--- config.mk ---
export PLATFORM = sky130hd
export DESIGN_NAME = echo_i2s_tx
export DESIGN_NICKNAME = d
export VERILOG_FILES = /design/src/rtl/echo_i2s_tx.sv
export SDC_FILE = /design/constraint.sdc
export NUM_CORES = 1
export LEC_CHECK = 0
export CAP_MARGIN = 15
export CORE_MARGIN = 8
export CORE_UTILIZATION = 55
export DETAILED_ROUTE_END_ITERATION = 16
export GPL_TIMING_DRIVEN = 0
export PLACE_DENSITY = 0.75
export SETUP_SLACK_MARGIN = 0.2
export SKIP_CTS_REPAIR_TIMING = 1
export SLEW_MARGIN = 20
export SYNTH_ARGS = -nofsm -noshare
export SYNTH_HDL_FRONTEND = slang
export SYNTH_HIERARCHICAL = 1
export SYNTH_SLANG_ARGS = --single-unit
--- constraint.sdc ---
create_clock -name clk -period 4.1 [get_ports clk]
set_input_delay 0.615 -clock clk [delete_from_list [all_inputs] [get_ports clk]]
set_output_delay 0.615 -clock clk [all_outputs]
set_load 0.005 [all_outputs]
--- src/rtl/echo_i2s_tx.sv ---
// Echo-to-DAC I2S transmitter: width reduction, sample FIFO, mono I2S serializer with its own bclk/lrck.
// `ECHO_TX_SAT_EN` selects saturating reduction (default truncates); no backpressure, a full FIFO drops the sample and flags overflow.
module echo_i2s_tx_fifo #(
  parameter int W  = 16,
  parameter int AW = 3
) (
  input  logic         clk,
  input  logic         rst_n,
  input  logic         i_push,
  input  logic         i_pop,
  input  logic [W-1:0] i_dat,
  output logic [W-1:0] o_dat,
  output logic [AW:0]  o_level
);
  logic [W-1:0]  r_mem [2**AW];
  logic [AW-1:0] r_wp;
  logic [AW-1:0] r_rp;
  logic [AW:0]   r_level;
  logic          w_wr;
  logic          w_rd;

  // A pop in the same cycle frees a slot, so a full FIFO still takes the push.
  assign w_wr    = i_push & (~r_level[AW] | i_pop);
  assign w_rd    = i_pop & (r_level != '0);
  assign o_dat   = r_mem[r_rp];
  assign o_level = r_level;

  always_ff @(posedge clk or negedge rst_n) begin
    if (!rst_n) begin
      r_wp    <= '0;
      r_rp    <= '0;
      r_level <= '0;
    end else begin
      if (w_wr) r_wp <= r_wp + AW'(1);
      if (w_rd) r_rp <= r_rp + AW'(1);
      r_level <= r_level + (AW+1)'(w_wr) - (AW+1)'(w_rd);
    end
  end

  always_ff @(posedge clk) begin
    if (w_wr) r_mem[r_wp] <= i_dat;
  end
endmodule

module echo_i2s_tx #(
  parameter int SINGLE_DAC_WIDTH = 19,
  parameter int OUT_WIDTH        = 16,
  parameter int FIFO_AW          = 3,
  parameter int BCLK_DIV         = 4
) (
  input  logic                        clk,
  input  logic                        ce,
  input  logic [SINGLE_DAC_WIDTH-1:0] Echo_In,
  input  logic                        echo_Done,
  output logic                        bclk,
  output logic                        lrck,
  output logic                        sdata,
  output logic [FIFO_AW:0]            fifo_level,
  output logic                        overflow,
  output logic                        underflow
);
  localparam int FW   = 2 * OUT_WIDTH;
  localparam int CNTW = $clog2(FW);
  localparam int DIVW = (BCLK_DIV > 1) ? $clog2(BCLK_DIV) : 1;

  logic [DIVW-1:0]      r_div;
  logic [CNTW-1:0]      r_bitcnt;
  logic [FW-1:0]        r_shift;
  logic                 r_bclk;
  logic                 r_lrck;
  logic                 r_sdata;
  logic                 r_overflow;
  logic                 r_underflow;
  logic                 w_tick;
  logic                 w_fall;
  logic                 w_wrap;
  logic                 w_empty;
  logic                 w_full;
  logic                 w_pop;
  logic [CNTW-1:0]      w_bitcnt_nxt;
  logic [OUT_WIDTH-1:0] w_sample;
  logic [OUT_WIDTH-1:0] w_fifo_dat;
  logic [FIFO_AW:0]     w_level;

`ifdef ECHO_TX_SAT_EN
  logic [SINGLE_DAC_WIDTH-OUT_WIDTH:0] w_hi;
  assign w_hi = Echo_In[SINGLE_DAC_WIDTH-1:OUT_WIDTH-1];

  // In range only when every bit above the output sign bit matches it.
  always_comb begin
    w_sample = Echo_In[OUT_WIDTH-1:0];
    if (!(&w_hi) && (|w_hi))
      w_sample = Echo_In[SINGLE_DAC_WIDTH-1] ? {1'b1, {(OUT_WIDTH-1){1'b0}}}
                                             : {1'b0, {(OUT_WIDTH-1){1'b1}}};
  end
`else
  logic w_unused_hi;
  assign w_unused_hi = ^Echo_In[SINGLE_DAC_WIDTH-1:OUT_WIDTH];
  assign w_sample    = Echo_In[OUT_WIDTH-1:0];
`endif

  echo_i2s_tx_fifo #(
    .W  (OUT_WIDTH),
    .AW (FIFO_AW)
  ) u_fifo (
    .clk     (clk),
    .rst_n   (ce),
    .i_push  (echo_Done),
    .i_pop   (w_pop),
    .i_dat   (w_sample),
    .o_dat   (w_fifo_dat),
    .o_level (w_level)
  );

  assign w_tick       = (r_div == DIVW'(BCLK_DIV - 1));
  assign w_fall       = w_tick & r_bclk;
  assign w_wrap       = w_fall & (r_bitcnt == CNTW'(FW - 1));
  assign w_empty      = (w_level == '0);
  assign w_full       = w_level[FIFO_AW];
  assign w_pop        = w_wrap & ~w_empty;
  assign w_bitcnt_nxt = w_wrap ? '0 : r_bitcnt + CNTW'(1);

  always_ff @(posedge clk or negedge ce) begin
    if (!ce) begin
      r_div       <= '0;
      r_bitcnt    <= '0;
      r_shift     <= '0;
      r_bclk      <= 1'b0;
      r_lrck      <= 1'b0;
      r_sdata     <= 1'b0;
      r_overflow  <= 1'b0;
      r_underflow <= 1'b0;
    end else begin
      r_div <= w_tick ? '0 : r_div + DIVW'(1);
      if (w_tick) r_bclk <= ~r_bclk;
      // sdata lags the shifter by one bit clock, giving the I2S one-bit delay.
      if (w_fall) begin
        r_bitcnt <= w_bitcnt_nxt;
        r_lrck   <= (w_bitcnt_nxt >= CNTW'(OUT_WIDTH));
        r_sdata  <= r_shift[FW-1];
        if (w_wrap) r_shift <= w_pop ? {w_fifo_dat, w_fifo_dat} : '0;
        else        r_shift <= {r_shift[FW-2:0], 1'b0};
      end
      if (echo_Done & w_full & ~w_pop) r_overflow  <= 1'b1;
      if (w_wrap & w_empty)            r_underflow <= 1'b1;
    end
  end

  assign bclk       = r_bclk;
  assign lrck       = r_lrck;
  assign sdata      = r_sdata;
  assign fifo_level = w_level;
  assign overflow   = r_overflow;
  assign underflow  = r_underflow;
endmodule

==> results of run 1 <==
==> path summary, 6_finish.rpt <==
| path | slack (ns) | end |
|---|---|---|
| setup reg to reg | 0.83 | u_fifo/o_level[2] |
| hold / removal | 0.22 | r_bitcnt[3] |
| setup / recovery | 0.83 | u_fifo/o_level[2] |
| min in group clk | 0.45 | r_div[0] |
| hold reg to reg | 0.45 | r_div[0] |
| max in group asynchronous | 3.42 | r_shift[25] |
==> layer usage <==
layer	global-route usage	share of wire
met1	0.2092	0.43
met2	0.2855	0.51
met3	0.04192	0.037
met4	0.07403	0.021
met5	0	0
==> final cells by class <==
cell class | count | area [µm²] | area share
plain buffers | 23 | 136.4 | 0.01576
clock buffers | 19 | 432.9 | 0.05003
clock inverters | 13 | 166.4 | 0.01923
inverters | 8 | 30.03 | 0.003470
multi-input cells | 230 | 2111 | 0.2439
flip-flops and latches | 181 | 5170 | 0.5975
well taps | 176 | 220.2 | 0.02545
repair buffers | 41 | 386.6 | 0.04468
==> power by group through the flow <==
stage / Sequential (mW) / Combinational [mW] / Clock [mW]
6_report: 1.96 / 0.0410 / 1.65
5_1_grt: 1.96 / 0.0462 / 1.75
4_1_cts: 1.96 / 0.0421 / 1.68
3_5_place_dp: 2.00 / 0.0418 / 0
3_3_place_gp: 2.00 / 0.0397 / 0
2_1_floorplan: 2.00 / 0.0000377 / 0
==> layout by cell type, fill, tap and decap left out, types with 7 or more instances in the layout <==
cell	instances
edfxtp_1	128
inv_1	8
clkdlybuf4s50_1	26
dfrtp_1	53
buf_4	10
mux2_2	18
buf_6	8
nor2_1	34
ha_1	10
clkbuf_16	17
mux4_1	25
a31oi_1	31
clkbuf_1	11
mux4_2	7
buf_2	8
nand2_1	30
nand2b_1	34
==> sequential cells by signal, summed over array words and instances (netlist names) <==
signal          flops
underflow           1
u_fifo/r_rp         3
u_fifo/r_wp         3
r_div               2
u_fifo/r_mem      128
bclk                1
r_shift            32
sdata               1
overflow            1
r_bitcnt            5
u_fifo/o_level      4
==> kinds of logic after synthesis <==
| group | Yosys count | share of synthesized area |
|---|---|---|
| compound gates | 43 | 0.03781 |
| xor+xnor | 7 | 0.008270 |
| fa+ha+maj | 11 | 0.01958 |
| buf+inv | 31 | 0.02245 |
| flops | 181 | 0.6974 |
| mux | 50 | 0.1372 |
| simple gates | 119 | 0.07730 |
==> stage by stage <==
| stage | setup WS (ns) | setup TNS [ns] | area [µm²] | std cells | hold WS [ns] |
|---|---|---|---|---|---|
| after global placement | -1.283 | -46.19 | 7904 | 645 | 0.4188 |
| after floorplan | 0.5280 | 0 | 7413 | 442 | 0.3194 |
| after CTS | 0.8462 | 0 | 8653 | 691 | 0.2346 |
| after global routing | 0.6093 | 0 | 8653 | 691 | 0.2829 |
| after detailed placement | 0.8664 | 0 | 8054 | 659 | 0.4430 |
| final | 0.8330 | 0 | 8653 | 691 | 0.2190 |
==> worst reg2reg max path, delay by kind of cell, from the launching register on <==
kind	cells	cell delay (ns)
AO/OA/AOI/OAI	1	0.58
AND/OR/NAND/NOR	3	0.38
XOR/XNOR	1	0.13
adder cells (fa/ha/maj)	5	1.32
flip-flops	1	0.41
buffers and inverters	3	0.31
==> summary.md, run 1 <==
| Metric | Value |
|---|---|
| Gate Count Post-Synth | `442` |
| Sw Ratio | `0.1938` |
| Hold Path Class | `in -> async` |
| CP most frequent cell | `ha_1` |
| Crit path largest cell delay | `0.58 ns` |
| Total gr overflow | `0` |
| Final period util | `0.7968` |
| Critical register-to-register path startpoint | `r_bitcnt[0]` |
| 1st-pass router iterations | `4` |
| Crit path required time | `4.42 ns` |
| # setup viols final | `0` |
| Vias in the first global route | `4286` |
| H-tree depth | `4` |
| Drc violations | `0` |
| Buf+Inv Stages, Crit Path | `3` |
| P_leak | `3.142 nW` |
| Clock Power Share | `0.452` |
| Combinational cell fraction of total power | `0.011` |
| I/O pin cnt | `31` |
| Warnings, synthesis | `6` |
| Top cells by area, synth | `edfxtp_1, dfrtp_1, mux4_1` |
| Slew headroom | `0.5198` |
| Ys async rst share | `0.2928` |
| Root buf cell | `clkbuf_16` |
| Clk Latency, worst-skew pair | `0.43 ns` |
| CTS tree | `built` |
| Post-DRT Antenna Nets | `0` |
| N_diodes | `0` |
| Final-stage net count | `535` |
| Final core utilization | `0.6560` |
| Final GP Congestion | `0.7485` |
| Post-Syn Area | `0.007413 mm²` |
| Stages on the worst setup path | `13` |
| Netlist cell types | `38` |
| Sequential power share | `0.537` |
| First-pass GRT wire length | `22980 µm` |
| # rows | `42` |
| Max VDD drop | `331.9 µV` |
| Synth cell count leaders | `edfxtp_1, dfrtp_1, nor2_1` |
| Least-Margin Pin Slew | `0.7204 ns` |
| Psw | `0.7079 mW` |
| P&R area growth vs syn | `16.73%` |
| Sequential fraction of the synthesis area | `0.6974` |
| Worst-path cell chain | `ha_1 -> and3_1 -> ha_1 -> clkbuf_1 -> nand2_1 -> nor2_1 -> o21ai_1 -> ha_1 -> inv_1 -> ha_1 -> inv_1 -> fa_1 -> xnor2_1` |
| Critical path type | `reg -> reg` |
| Minimum clock period | `3.267 ns` |
| Max Freq | `306.1 MHz` |
| Vias post-DR | `3967` |
| Hpwl dp | `9532 µm` |
| Max-slew violations | `0` |
| Fill count | `927` |
| Critical-path top delay cell | `o21ai_1` |
| Internal Power | `2.944 mW` |
| Post-Route WL | `13980 µm` |
| Vias/cell | `5.741` |
| GR Util All Layers | `0.1715` |
| Initial core utilization | `0.5620` |
| Die Ht | `132.1 µm` |
| EDFF count, synth | `128` |
| Drt first-iter violations | `430` |
| IO buf count | `27` |
| Worst-path clk slew | `0.07 ns` |
| Deepest clock path buffer count | `2` |
| #FFs+latches synth | `181` |
| Crit start category | `flop` |
| CP max FO | `10` |
| Fin Clk Skew | `0.006789 ns` |
| Arrival time at the worst endpoint | `3.58 ns` |
| Largest net degree at the start of global routing | `54` |
| Reg2reg path depth | `13` |
| Source of the critical timing path | `r_bitcnt[0]` |
| Die footprint | `0.01745 mm²` |
| Initial antenna violation count | `0` |
| Most frequent cell after synthesis | `edfxtp_1` |
| Crit-path leading delay family | `adder cells` |
| Routed WL per cell | `20.23 µm` |
| Crit. End Element | `flop` |
| RSZ-0062 raised after global routing | `false` |
| CTS Sinks | `181` |
| Total power | `3.652 mW` |
| Synth top area share | `0.5185` |
| Total core area | `0.01319 mm²` |
| Cts bufs inserted | `17` |
| Mean Syn Cell Area | `16.77 µm²` |
| Cell taking the most area after synthesis | `edfxtp_1` |
| Max-cap viol count | `0` |
| Final hold vios | `0` |
| Outcome | `finished clean` |
| Layout cells sized above 1 | `0.1806` |
| Power Density | `422.1 mW/mm²` |
| Die Wd | `132.1 µm` |
| Post-synth top flop | `edfxtp_1` |
| Post-synth net total | `475` |
No activity file was read; power rests on OpenSTA's default activity.
==> inputs of run 2 (changes only) <==
clock period = 3.05 ns   (was 4.1 ns; I/O delays follow)
==> summary.md, run 2 (same netlist as run 1, synthesis figures left out) <==
| Metric | Value |
|---|---|
| Least-Margin Pin Slew | `0.8948 ns` |
| Cell area after placement | `0.008082 mm²` |
| Max-slew violations | `0` |
| Routed WL per cell | `20.88 µm` |
| Max Freq | `358.6 MHz` |
| Fin Clk Skew | `0.007688 ns` |
| Vias/cell | `5.789` |
| Root buf cell | `clkbuf_16` |
| Worst-path clk slew | `0.07 ns` |
| Outcome | `finished clean` |
| Total core area | `0.01319 mm²` |
| Reg2reg path depth | `14` |
| CTS Sinks | `181` |
| Setup crit end | `u_fifo/o_level[2]` |
| Vias in the first global route | `4154` |
| Max VDD drop | `467.2 µV` |
| Design Area, Final | `0.008760 mm²` |
| H-tree depth | `4` |
| Die footprint | `0.01745 mm²` |
| Post-Route WL | `14530 µm` |
| N_diodes | `0` |
| Reg-to-reg endpoint | `u_fifo/o_level[2]` |
| Vias post-DR | `4029` |
| Max FFs per register | `128` |
| Drc violations | `0` |
| Final setup margin | `0.2611 ns` |
| # setup viols final | `0` |
| Dpl ws | `-0.3817 ns` |
| Psw | `0.9766 mW` |
| Final GP Congestion | `0.7557` |
| Critical register-to-register path startpoint | `r_bitcnt[0]` |
| Arrival time at the worst endpoint | `3.10 ns` |
| Final period util | `0.9144` |
| Crit start category | `flop` |
| Clk Latency, worst-skew pair | `0.42 ns` |
| Cts bufs inserted | `17` |
| Drt first-iter violations | `417` |
| Sw Ratio | `0.2079` |
| P_leak | `3.139 nW` |
| Max-cap viol count | `0` |
| Hold Path Class | `in -> async` |
| Die Ht | `132.1 µm` |
| Post-DRT Antenna Nets | `0` |
| Total gr overflow | `0` |
| Total power | `4.696 mW` |
| Crit path required time | `3.36 ns` |
| CP max FO | `10` |
| Sequential power share | `0.561` |
| Initial antenna violation count | `0` |
| I/O pin cnt | `31` |
| Initial core utilization | `0.5620` |
| Die Wd | `132.1 µm` |
| First-pass GRT wire length | `23000 µm` |
| Clock Power Share | `0.427` |
| Power Density | `536.1 mW/mm²` |
| Critical path type | `reg -> reg` |
| IO buf count | `27` |
| Internal Power | `3.720 mW` |
| RSZ-0062 raised after global routing | `false` |
| Combinational cell fraction of total power | `0.012` |
| Hpwl dp | `9617 µm` |
| Minimum clock period | `2.789 ns` |
| Crit. End Element | `flop` |
| Largest net degree at the start of global routing | `54` |
| Fill count | `874` |
| Top Registers | `u_fifo/r_mem: 128 flops, r_shift: 32 flops, r_bitcnt: 5 flops` |
| CTS tree | `built` |
| P&R area growth vs syn | `18.16%` |
| # rows | `42` |
| Source of the critical timing path | `r_bitcnt[0]` |
| Most common cell after layout, fill and taps aside | `edfxtp_1` |
| R2R Setup Slk | `0.26 ns` |
| Commonest cells after routing, fill and taps aside | `edfxtp_1, dfrtp_1, nor2_1, nand2b_1, a31oi_1` |
| Final hold vios | `0` |
| Deepest clock path buffer count | `2` |
| Final-stage net count | `541` |
| GR Util All Layers | `0.1731` |
| Slew headroom | `0.4008` |
| 1st-pass router iterations | `4` |
| Layout cells sized above 1 | `0.2096` |
| Biggest register | `u_fifo/r_mem` |
[run 2: per-layer routing]
metal | wire, µm | up-vias | GRT usage
li1 | - | 1829 | -
met4 | 254 | 0 | 0.07339
met1 | 6153 | 2081 | 0.2118
met5 | 0 | - | 0
met3 | 639 | 18 | 0.03963
met2 | 7486 | 101 | 0.2900
[run 2: worst min path at each step]
stage / end / slack (ns) / cells past startpoint
detailed placement: r_div[0] / 0.43 / 1
floorplan: bclk / 0.16 / 0
global route: r_bitcnt[2] / 0.11 / 1
CTS: u_fifo/o_level[2] / 0.08 / 1
finish: r_bitcnt[2] / 0.07 / 1
global placement: r_div[0] / 0.42 / 1
[run 2: area by class of cell]
class	count	area, µm²	area share
Tap cell	176	220.2	0.02514
Sequential cell	181	5170	0.5902
Inverter	8	30.03	0.003428
Clock buffer	17	425.4	0.04856
Timing Repair Buffer	47	459.2	0.05242
Buffer	23	140.1	0.01600
Clock inverter	14	123.9	0.01414
Multi-Input combinational cell	230	2191	0.2501
[run 2: metrics by stage]
stage | util | setup TNS [ns] | cells | hold slack, ns
2_1_floorplan | - | -5.889 | 442 | 0.1619
3_3_place_gp | 0.6001 | -138.39 | 645 | 0.4192
3_5_place_dp | 0.6127 | -9.036 | 657 | 0.4266
4_1_cts | 0.6543 | -10.39 | 688 | 0.07824
5_1_grt | 0.6641 | 0 | 696 | 0.1129
6_report | 0.6641 | 0 | 696 | 0.06602
[run 2: power groups by stage]
stage / Clock (mW) / Sequential [mW] / Combinational [mW]
detailed placement: 0 / 2.69 / 0.0562
global route: 2.15 / 2.63 / 0.0629
finish: 2.01 / 2.64 / 0.0550
floorplan: 0 / 2.69 / 0.0000504
CTS: 2.05 / 2.64 / 0.0561
global placement: 0 / 2.69 / 0.0531
[run 2: critical path, cell delays in order, from the launching register on]
cell	delay [ns]
dfrtp_1	0.39
ha_1	0.19
and3_1	0.16
ha_2	0.20
buf_4	0.17
nand2_2	0.09
nor2_4	0.23
nand2b_4	0.10
inv_1	0.07
ha_2	0.25
inv_1	0.06
ha_1	0.16
inv_1	0.07
fa_1	0.41
xnor2_1	0.14
==> inputs of run 3 (changes only) <==
PLACE_DENSITY = 0.73   (was 0.75)
==> summary.md, run 3 (same netlist as run 1, synthesis figures left out) <==
| Metric | Value |
|---|---|
| Minimum clock period | `2.736 ns` |
| Sw Ratio | `0.1920` |
| Clk Latency, worst-skew pair | `0.43 ns` |
| # rows | `42` |
| Psw | `0.9399 mW` |
| Arrival time at the worst endpoint | `2.86 ns` |
| Vias post-DR | `3966` |
| Critical-path top delay cell | `nor2_2` |
| Total core area | `0.01319 mm²` |
| Deepest clock path buffer count | `2` |
| Critical path type | `reg -> reg` |
| Worst-path cell chain | `ha_2 -> and3_1 -> ha_4 -> buf_6 -> nand2_2 -> nor2_4 -> o211ai_1 -> nor2_2 -> buf_8` |
| Final core utilization | `0.6666` |
| Clock Power Share | `0.450` |
| Slew headroom | `0.4369` |
| Root buf cell | `clkbuf_16` |
| Crit path largest cell delay | `0.51 ns` |
| GR Util All Layers | `0.1739` |
| Source of the critical timing path | `r_bitcnt[0]` |
| WL met3 | `725 µm` |
| Combinational cell fraction of total power | `0.011` |
| First-pass GRT wire length | `22950 µm` |
| N_diodes | `0` |
| I/O pin cnt | `31` |
| Routed WL per cell | `20.67 µm` |
| Initial antenna violation count | `0` |
| Post-Route WL | `14410 µm` |
| Layout cells sized above 1 | `0.2054` |
| Internal Power | `3.956 mW` |
| Post-DRT Antenna Nets | `0` |
| Power Density | `556.9 mW/mm²` |
| Crit start category | `flop` |
| Max Freq | `365.5 MHz` |
| R2R Setup Slk | `0.31 ns` |
| Vias in the first global route | `4170` |
| Crit. End Element | `flop` |
| Biggest register | `u_fifo/r_mem` |
| Final hold vios | `0` |
| Max VDD drop | `563.7 µV` |
| Top Registers | `u_fifo/r_mem: 128 flops, r_shift: 32 flops, r_bitcnt: 5 flops` |
| H-tree depth | `4` |
| Setup crit end | `u_fifo/r_mem[3][6]` |
| P&R area growth vs syn | `18.60%` |
| Critical register-to-register path startpoint | `r_bitcnt[0]` |
| Multi-input logic area | `0.002175 mm²` |
| Crit-path leading delay family | `simple AND/OR/NAND/NOR gates` |
| Die footprint | `0.01745 mm²` |
| Fill count | `888` |
| Met1 wire length | `5938 µm` |
| Sequential power share | `0.538` |
| Final GP Congestion | `0.7437` |
| Max-slew violations | `0` |
| CP max FO | `10` |
| Hpwl dp | `9617 µm` |
| Final-stage net count | `541` |
| WL met2 | `7550 µm` |
| Initial core utilization | `0.5620` |
| Drc violations | `0` |
| Hold Path Class | `in -> async` |
| Reg-to-reg endpoint | `u_fifo/r_mem[3][6]` |
| Die Wd | `132.1 µm` |
| 1st-pass router iterations | `4` |
| # setup viols final | `0` |
| Cts bufs inserted | `17` |
| Worst-path clk slew | `0.06 ns` |
| Fin Clk Skew | `0.01046 ns` |
| Buf+Inv Stages, Crit Path | `2` |
| Total gr overflow | `0` |
| Vias/cell | `5.690` |
| Outcome | `finished clean` |
| Most common cell after layout, fill and taps aside | `edfxtp_1` |
| Least-Margin Pin Slew | `0.8384 ns` |
| CTS Sinks | `181` |
| Storage cell area | `0.005170 mm²` |
| Crit path required time | `3.18 ns` |
| Die Ht | `132.1 µm` |
| CTS tree | `built` |
| Max FFs per register | `128` |
| Total Neg Setup Slack | `0 ns` |
| IO buf count | `27` |
| Reg2reg path depth | `9` |
| RSZ-0062 raised after global routing | `false` |
| Commonest cells after routing, fill and taps aside | `edfxtp_1, dfrtp_1, nor2_1, nand2b_1, a31oi_1` |
| Largest net degree at the start of global routing | `54` |
| Highest metal used | `met4` |
| Stages on the worst setup path | `9` |
| P_leak | `3.158 nW` |
| Final period util | `0.8971` |
| Drt first-iter violations | `374` |
| Max-cap viol count | `0` |
run 3: changes by cell type in the layout (fill, tap and decap cells not counted), sizes merged:
| cell | before | now |
|---|---|---|
| inv | 15 | 13 |
| clkinv | 4 | 2 |
| bufinv | 0 | 3 |
| clkbuf | 26 | 28 |
run 3: power groups by stage:
stage | Combinational [mW] | Sequential (mW) | Clock, mW
2_1_floorplan | 0.0000504 | 2.69 | 0
3_3_place_gp | 0.0532 | 2.69 | 0
3_5_place_dp | 0.0564 | 2.69 | 0
4_1_cts | 0.0566 | 2.64 | 2.25
5_1_grt | 0.0622 | 2.63 | 2.33
6_report | 0.0555 | 2.64 | 2.20
run 3: per-layer routing:
layer	track usage	up-vias
met4	0.07403	0
li1	-	1832
met5	0	-
met3	0.03925	18
met1	0.2030	2023
met2	0.3028	93
run 3: worst min path at each step:
stage	slack (ns)	start	to
2_1_floorplan	0.16	ce	bclk
3_3_place_gp	0.42	r_div[0]	r_div[0]
3_5_place_dp	0.43	r_div[0]	r_div[0]
4_1_cts	0.08	ce	r_bitcnt[2]
5_1_grt	0.11	ce	bclk
6_report	0.08	ce	bclk
run 3: layout make-up:
type	count	area share
flip-flops and latches	181	0.5880
multi-input cells	230	0.2473
repair buffers	47	0.05137
clock buffers	19	0.04924
well taps	176	0.02505
clock inverters	13	0.01921
plain buffers	23	0.01637
inverters	8	0.003415
run 3: stage by stage:
stage / std cells / hold slack (ns) / worst slack, ns / area (µm²) / total power [mW]
floorplan: 442 / 0.1619 / -0.1227 / 7425 / 2.689
global placement: 645 / 0.4190 / -1.611 / 7915 / 2.741
detailed placement: 656 / 0.4343 / -0.3161 / 8066 / 2.744
CTS: 688 / 0.07989 / -0.3247 / 8668 / 4.941
global route: 697 / 0.1140 / 0.1582 / 8792 / 5.026
finish: 697 / 0.07540 / 0.3138 / 8792 / 4.896
run 3: worst register-to-register path, cell delays in order (launching register included):
cell      delay (ns)
dfrtp_1         0.40
ha_2            0.22
and3_1          0.19
ha_4            0.16
buf_6           0.13
nand2_2         0.08
nor2_4          0.23
o211ai_1        0.29
nor2_2          0.51
buf_8           0.23
